--- src/rtl/serial_adder_pkg.sv ---
// Shared definitions for the bit-serial adder: FSM state encoding and width limit.
package serial_adder_pkg;

    localparam int unsigned SA_MAX_WIDTH = 32;

    typedef enum logic [1:0] {
        ST_IDLE  = 2'd0,
        ST_SHIFT = 2'd1,
        ST_DONE  = 2'd2
    } state_t;

endpackage

--- src/rtl/serial_adder_fa.sv ---
// Gate-level Half_Adder and the 1-bit full adder built from two of them plus an OR.
module Half_Adder (
    input  logic a,
    input  logic b,
    output logic S,
    output logic C
);
    assign S = a ^ b;
    assign C = a & b;
endmodule

module full_adder_1b (
    output logic S,
    output logic Co,
    input  logic a,
    input  logic b,
    input  logic ci
);
    logic s0, c0, c1;

    Half_Adder u_ha0 (.a(a),  .b(b),  .S(s0), .C(c0));
    Half_Adder u_ha1 (.a(s0), .b(ci), .S(S),  .C(c1));

    assign Co = c0 | c1;
endmodule

--- src/rtl/serial_adder.sv ---
// Bit-serial WIDTH-bit adder: one operand bit pair per clock, LSB first,
// carry held in a flip-flop, result published with a one-cycle done pulse.
module serial_adder
    import serial_adder_pkg::*;
#(
    parameter int unsigned WIDTH = 8
) (
    input  logic             clk,
    input  logic             rst,
    input  logic             start,
    input  logic [WIDTH-1:0] a,
    input  logic [WIDTH-1:0] b,
    input  logic             cin,
    output logic             busy,
    output logic             done,
    output logic [WIDTH-1:0] sum,
    output logic             cout
);
    localparam int unsigned CNT_W = $clog2(WIDTH) + 1;
    localparam logic [CNT_W-1:0] LAST = CNT_W'(WIDTH - 1);

    if (WIDTH < 1 || WIDTH > SA_MAX_WIDTH) begin : g_bad_width
        $error("serial_adder: WIDTH out of range");
    end

    state_t           state_q;
    logic [WIDTH-1:0] a_q, b_q, res_q, sum_q;
    logic [CNT_W-1:0] cnt_q;
    logic             carry_q, busy_q, done_q, cout_q;

    logic             fa_s, fa_co;
    logic [WIDTH-1:0] res_d;
    logic             unused_res_lsb;

    full_adder_1b u_fa (
        .S  (fa_s),
        .Co (fa_co),
        .a  (a_q[0]),
        .b  (b_q[0]),
        .ci (carry_q)
    );

    // New sum bit enters at the MSB; after WIDTH shifts bit 0 holds the first (LSB) sum bit.
    if (WIDTH == 1) begin : g_res_w1
        assign res_d = fa_s;
    end else begin : g_res_wn
        assign res_d = {fa_s, res_q[WIDTH-1:1]};
    end
    assign unused_res_lsb = res_q[0];

    always_ff @(posedge clk) begin
        if (rst) begin
            state_q <= ST_IDLE;
            a_q     <= '0;
            b_q     <= '0;
            res_q   <= '0;
            cnt_q   <= '0;
            carry_q <= 1'b0;
            busy_q  <= 1'b0;
            done_q  <= 1'b0;
            sum_q   <= '0;
            cout_q  <= 1'b0;
        end else begin
            case (state_q)
                ST_IDLE: begin
                    if (start) begin
                        a_q     <= a;
                        b_q     <= b;
                        carry_q <= cin;
                        cnt_q   <= '0;
                        busy_q  <= 1'b1;
                        state_q <= ST_SHIFT;
                    end
                end
                ST_SHIFT: begin
                    a_q     <= a_q >> 1;
                    b_q     <= b_q >> 1;
                    carry_q <= fa_co;
                    res_q   <= res_d;
                    cnt_q   <= cnt_q + CNT_W'(1);
                    if (cnt_q == LAST) begin
                        sum_q   <= res_d;
                        cout_q  <= fa_co;
                        done_q  <= 1'b1;
                        busy_q  <= 1'b0;
                        state_q <= ST_DONE;
                    end
                end
                ST_DONE: begin
                    done_q  <= 1'b0;
                    state_q <= ST_IDLE;
                end
                default: begin
                    busy_q  <= 1'b0;
                    done_q  <= 1'b0;
                    state_q <= ST_IDLE;
                end
            endcase
        end
    end

    assign busy = busy_q;
    assign done = done_q;
    assign sum  = sum_q;
    assign cout = cout_q;

endmodule

--- config.mk ---
export PLATFORM = sky130hd
export DESIGN_NAME = serial_adder
export DESIGN_NICKNAME = d
export VERILOG_FILES = /design/src/rtl/serial_adder_pkg.sv /design/src/rtl/serial_adder_fa.sv /design/src/rtl/serial_adder.sv
export SDC_FILE = /design/constraint.sdc
export NUM_CORES = 1
export LEC_CHECK = 0
export BUFFER_PORTS_ARGS = -buffer_cell sky130_fd_sc_hd__buf_4
export CAP_MARGIN = 10
export CORE_ASPECT_RATIO = 1.25
export CORE_MARGIN = 2
export CORE_UTILIZATION = 58
export DETAILED_ROUTE_END_ITERATION = 8
export PLACE_DENSITY = 0.85
export RECOVER_POWER = 100
export SLEW_MARGIN = 20
export SYNTH_ARGS = -nofsm -noshare
export SYNTH_HDL_FRONTEND = slang
export SYNTH_HIERARCHICAL = 1
export SYNTH_SLANG_ARGS = --single-unit
--- constraint.sdc ---
create_clock -name clk -period 2.4 [get_ports clk]
set_input_delay 0.48 -clock clk [delete_from_list [all_inputs] [get_ports clk]]
set_output_delay 0.48 -clock clk [all_outputs]
set_load 0.005 [all_outputs]
# Word-level counts from Yosys, hierarchy flattened
# Cells that the tools add are included.
[op_classes]
n_reduce_logical = 7
n_addsub = 1
n_mux = 16
n_eq_ne = 5
bitwise = 7
[op_table]
columns = ["operator", "n"]
rows = [
  ["one-hot mux 8 bit (2 select lines)", 2],
  ["2-to-1 mux 8 bit", 2],
  ["one-hot mux 4 bit (2 select lines)", 1],
  ["AND reduction 2 bit", 4],
  ["adder 4 x 1 -> 4 bit, second input constant", 1],
  ["== test 4 x 3 -> 1 bit, second input constant", 1],
  ["2-to-1 mux 1 bit", 4],
  ["2-to-1 mux 2 bit", 2],
  ["2-to-1 mux 4 bit", 1],
  ["!= test 2 bit, second input constant", 2],
  ["one-hot mux 1 bit (2 select lines)", 2],
  ["one-hot mux 2 bit (2 select lines)", 1],
  ["one-hot mux 1 bit (3 select lines)", 1],
  ["AND reduction 3 bit", 1],
  ["bitwise AND 1 bit", 2],
  ["== test 2 x 1 -> 1 bit, second input constant", 1],
  ["== test 2 bit, second input constant", 1],
  ["logical NOT 2 bit", 1],
  ["NOT 1 bit", 2],
  ["nonzero test 2 bit", 1],
  ["XOR 1 bit", 2],
  ["bitwise OR 1 bit", 1],
]
[word_totals]
out_inout_bits = 11
elab_cells = 46
reg_bits = 42
inputBits = 20

# Logic depth before layout (Yosys ltp)
[logic_depth]
word_depth = 4
depth_mapped = 5
depth_no_buf = 5

# Hierarchy
# The synthesis kept the hierarchy.
[by_module_without_submodules]
columns = ["mod", "cells_each", "seq_area_each_um2", "area_per_inst_um2", "n_inst"]
rows = [
  ["serial_adder", 199, 820.8, 1711.6, 1],
  ["Half_Adder", 1, 0.0, 12.5, 2],
  ["full_adder_1b", 1, 0.0, 6.3, 1],
]

# Least setup slack after synthesis
# Ideal clock, no wire load.
[synth_path]
path_kind = "flip-flop to flip-flop"
start = "register a_q[0]"
end = "register carry_q"
slack_ps = 1072
t_arrival_ps = 1194
path_buffers = 0
setup_time_ps = 134
stages_incl_launch_ff = 6
required_time_ps = 2266
synth_period_minus_slack_ps = 1328
cell_sequence = "dfxtp_1 ha_1 ha_1 or2_1 o22ai_1 a211oi_1"
[synth_via]
elab_chain_cells = 4
elab_cells_between_ends = 5
classes_between = "mux (1); bitwise (4)"
[synth_rtl]
columns = ["element", "line", "rtl"]
rows = [
  ["from (decl)", "serial_adder.sv:27", "logic [WIDTH-1:0] a_q, b_q, res_q, sum_q;"],
  ["from (signal assigned)", "serial_adder.sv:76", "a_q <= a_q >> 1;"],
  ["XOR 1 bit", "serial_adder_fa.sv:8", "assign S = a ^ b;"],
  ["net u_fa.s0", "serial_adder_fa.sv:19", "logic s0, c0, c1;"],
  ["bitwise AND 1 bit", "serial_adder_fa.sv:9", "assign C = a & b;"],
  ["net u_fa.c1", "serial_adder_fa.sv:19", ""],
  ["bitwise OR 1 bit", "serial_adder_fa.sv:24", "assign Co = c0 | c1;"],
  ["net fa_co", "serial_adder.sv:31", "logic fa_s, fa_co;"],
  ["one-hot mux 1 bit (2 select lines)", "serial_adder.sv:64", "case (state_q)"],
  ["to (signal assigned)", "serial_adder.sv:69", "carry_q <= cin;"],
  ["to (signal assigned)", "serial_adder.sv:78", "carry_q <= fa_co;"],
  ["to (decl)", "serial_adder.sv:29", "logic carry_q, busy_q, done_q, cout_q;"],
]
# The timed path passes the listed nets, and every way through them passes these cells.
# A chain may end at the register's enable or synchronous reset.

# Final worst setup path
[layout_path]
start = "register state_q[0]"
end = "register carry_q"
[layout_via]
elab_chain_cells = 3
elab_cells_between_ends = 6
classes_between = "eq/ne (2); mux (1); reduce/logical (3)"
[layout_rtl]
columns = ["element", "line", "rtl"]
rows = [
  ["from (decl)", "serial_adder.sv:26", "state_t state_q;"],
  ["from (signal assigned)", "serial_adder.sv:53", "state_q <= ST_IDLE;"],
  ["from (signal assigned)", "serial_adder.sv:72", "state_q <= ST_SHIFT;"],
  ["from (signal assigned)", "serial_adder.sv:86", "state_q <= ST_DONE;"],
  ["== test 2 x 1 -> 1 bit or logical NOT 2 bit (tied branches)", "serial_adder.sv:64", ""],
  ["nonzero test 2 bit (no source line) or != test 2 bit (tied branches)", "n/a", ""],
  ["AND reduction 2 bit (no source line)", "n/a", ""],
]
# Several ways; a longest one is shown, not always the timed one.

==> impl_metrics.toml <==
[pwr]
p_per_area_mw_per_mm2 = 621
power_leakage_uw = 0.000748
pwr-share-seq_pct = 59.7
pwr-share-comb_pct = 11.6
p_sw_share_pct = 25.6
ir_worst_vdd_mv = 0.410
clock_power_share_pct = 28.7
intPower_uw = 914
p_sw_uw = 314

[cts]
cts_setup_buffers = 0
clock_sinks = 41
clk_latency_ns = 0.35
cts_hold_buf = 0
clk_path_buf_depth = 2
cts_root_buffer = "clkbuf_4"
cts_buffers = 5
clk_pin_slew_ns = 0.11
cts-htree-levels = 2
cts_resized = 0
cts_tree = "yes"

[layout]
nets = 246
finish.utilization_pct = 68.4
drive_above_1_share_pct = 16.6
synthToLayoutAreaGrowth_pct = 13.4
diodes = 0
fillers = 245

[global_route]
grt_max_degree = 42
grt-ovfl-total = 0
grt_pass1_wl_mm = 6.28
grt_pass1_vias = 1415
track_usage_pct = 24.9
antenna_found_initial = 0

[routing]
postRouteWirelength_mm = 3.87
wl_per_cell_um = 14.9
drcViolationCount = 0
drtAntennaViolNets = 0
via_count = 1569
drt-initial-drc-count = 70
drt_first_pass_iters = 4
via_per_inst = 6.06

[job]
maxCapViolCount = 0

[synthesis]
ys_top_cells_by_area = "dfxtp_1 (47%), a211oi_1 (6.9%), nor2_1 (6.9%)"
avgSynthCellArea_um2 = 8.63
synth_nets = 225
async_flop_share_pct = 0
netlist_area_mm2 = 0.00174
yosysWarnings = 6
yosys_register_bits = 41
synth.top_cell.area_share_pct = 47.1
synth.cells.most_frequent = "dfxtp_1 (41), nor2_1 (32), nand2_1 (19), a21oi_1 (18), a211oi_1 (16)"
synth-edff-count = 0
synth.most_common_cell = "dfxtp_1"
synth_area_leader_cell = "dfxtp_1"
ys.flop_type = "dfxtp_1"
synth_seq_area_share_pct = 47.1
syn_inst = 202
synth_cell_type_count = 31

[setup_path]
cp_slowest_stage_delay_ns = 0.60
worstSetupPathType = "register to register"
crit_path_start_kind = "register"
cp-end-kind = "register"
crit_chain = "clkbuf_1 > inv_1 > o22ai_1 > a211oi_1"
critPathSlowestCell = "dfxtp_1"
critical_path_required_ns = 2.62
cp_num_buf_inv = 2
crit_family = "buffers and inverters"
critPathMaxFanout = 15
cp_data_arrival_time_ns = 2.00

[sta]
drv_slew = 0
setup_viol = 0
max_slew_margin_pct = 57.2
rsz0062_at_grt = "no"
clock_skew_ns = 0.0128
max_freq_mhz = 559
fin_crit_sh_pct = 74.5
worst_pin_slew_ns = 0.642
final.min_clock_period_ns = 1.79
hold_viol = 0
fin_tns_setup_ns = 0

[floorplanning]
rows = 22
start_util_pct = 60.3
dieArea_mm2 = 0.00346
die_y_um = 65.3
ioPinCount = 31
dieWidth_um = 53.0
core_area_mm2 = 0.00289

[placed_design]
dp_hpwl_mm = 2.62
port_buffers = 30
place_congestion = 0.762

[worst_hold_path]
worstHoldPathType = "input port to register"

[outcome]
status = "complete, no violations"
==> kinds of logic (layout without fill, tap and decap cells) <==
group | count (synthesis) | in the layout | synth area share [%]
buffers and inverters | 19 | 40 | 5.89
multiplexers | 1 | 1 | 0.574
adder cells (fa/ha/maj) | 3 | 3 | 2.15
AND/OR/NAND/NOR | 72 | 72 | 18.0
flip-flops | 41 | 41 | 47.1
AO/OA/AOI/OAI | 66 | 66 | 26.3
==> path summary, 6_finish.rpt <==
path	from	to	depth (start not counted)	slack [ns]
setup reg to reg	state_q[0]$_SDFFE_PP0P_	carry_q$_SDFFE_PP0P_	4	0.61
hold / removal	a[7]	a_q[7]$_SDFFE_PP0P_	3	0.37
setup / recovery	state_q[0]$_SDFFE_PP0P_	carry_q$_SDFFE_PP0P_	4	0.61
hold reg to reg	res_q[1]$_SDFFE_PP0P_	res_q[1]$_SDFFE_PP0P_	2	0.46
==> final cells by class <==
| class | count | area [µm²] | area share, % |
|---|---|---|---|
| Clock buffer | 7 | 55.1 | 2.78 |
| Multi-Input combinational cell | 142 | 820 | 41.5 |
| Sequential cell | 41 | 821 | 41.5 |
| Tap cell | 36 | 45.0 | 2.28 |
| Inverter | 2 | 7.51 | 0.380 |
| Timing Repair Buffer | 31 | 229 | 11.6 |
==> flip-flops by register name, indices dropped and copies added (netlist names) <==
| name | flops |
|---|---|
| a_q | 8 |
| b_q | 8 |
| sum | 8 |
| res_q | 7 |
| cnt_q | 4 |
| state_q | 2 |
| busy | 1 |
| carry_q | 1 |
| cout | 1 |
| done | 1 |
==> power by group through the flow <==
| stage | Clock (µW) | Sequential, µW | Combinational (µW) |
|---|---|---|---|
| 3_3_place_gp | 0 | 746 | 137 |
| 3_5_place_dp | 0 | 749 | 142 |
| 6_report | 352 | 733 | 143 |
| 5_1_grt | 386 | 737 | 158 |
| 2_1_floorplan | 0 | 741 | 109 |
| 4_1_cts | 359 | 733 | 143 |
==> worst min-delay path, delay by kind of cell <==
family,cells,cell delay [ns]
AO/OA/AOI/OAI,1,0.05
AND/OR/NAND/NOR,1,0.08
buffers and inverters,1,0.08
==> stage by stage <==
stage / cell area, µm² / cells / hold slack [ns] / total power (µW) / worst slack (ns)
after floorplan: 1740 / 202 / 0.437 / 850 / 1.07
after global placement: 1930 / 252 / 0.446 / 883 / 0.752
after detailed placement: 1930 / 252 / 0.451 / 890 / 0.692
after CTS: 1980 / 259 / 0.358 / 1230 / 0.672
after global routing: 1980 / 259 / 0.354 / 1280 / 0.460
final: 1980 / 259 / 0.368 / 1230 / 0.612
==> cell usage in the layout, fill, tap and decap left out <==
cell type and count:
a211oi_1 16, a21oi_1 18, a22oi_1 3, a31oi_1 1, and2b_1 1, and3b_1 1
buf_4 19, clkbuf_1 2, clkbuf_4 16, clkbuf_8 1, dfxtp_1 41, ha_1 3
inv_1 2, mux2i_1 1, nand2_1 19, nand2b_1 2, nand3_1 11, nor2_1 32
nor2b_1 1, nor3_1 1, nor3b_1 2, o21a_1 1, o21ai_0 1, o21ba_2 1
o21bai_1 1, o22ai_1 4, o2bb2ai_1 11, o31ai_1 9, or2_1 1, or3_1 1
==> metal layers <==
metal  up-vias  routed length [µm]  GRT usage (%)
li1        766                   -              -
met1       752                1620           27.9
met2        42                1990           43.1
met3         9                 181           7.27
met4         0                  73           9.94
met5         -                   0              0
Power figures use the tool's default switching activity.
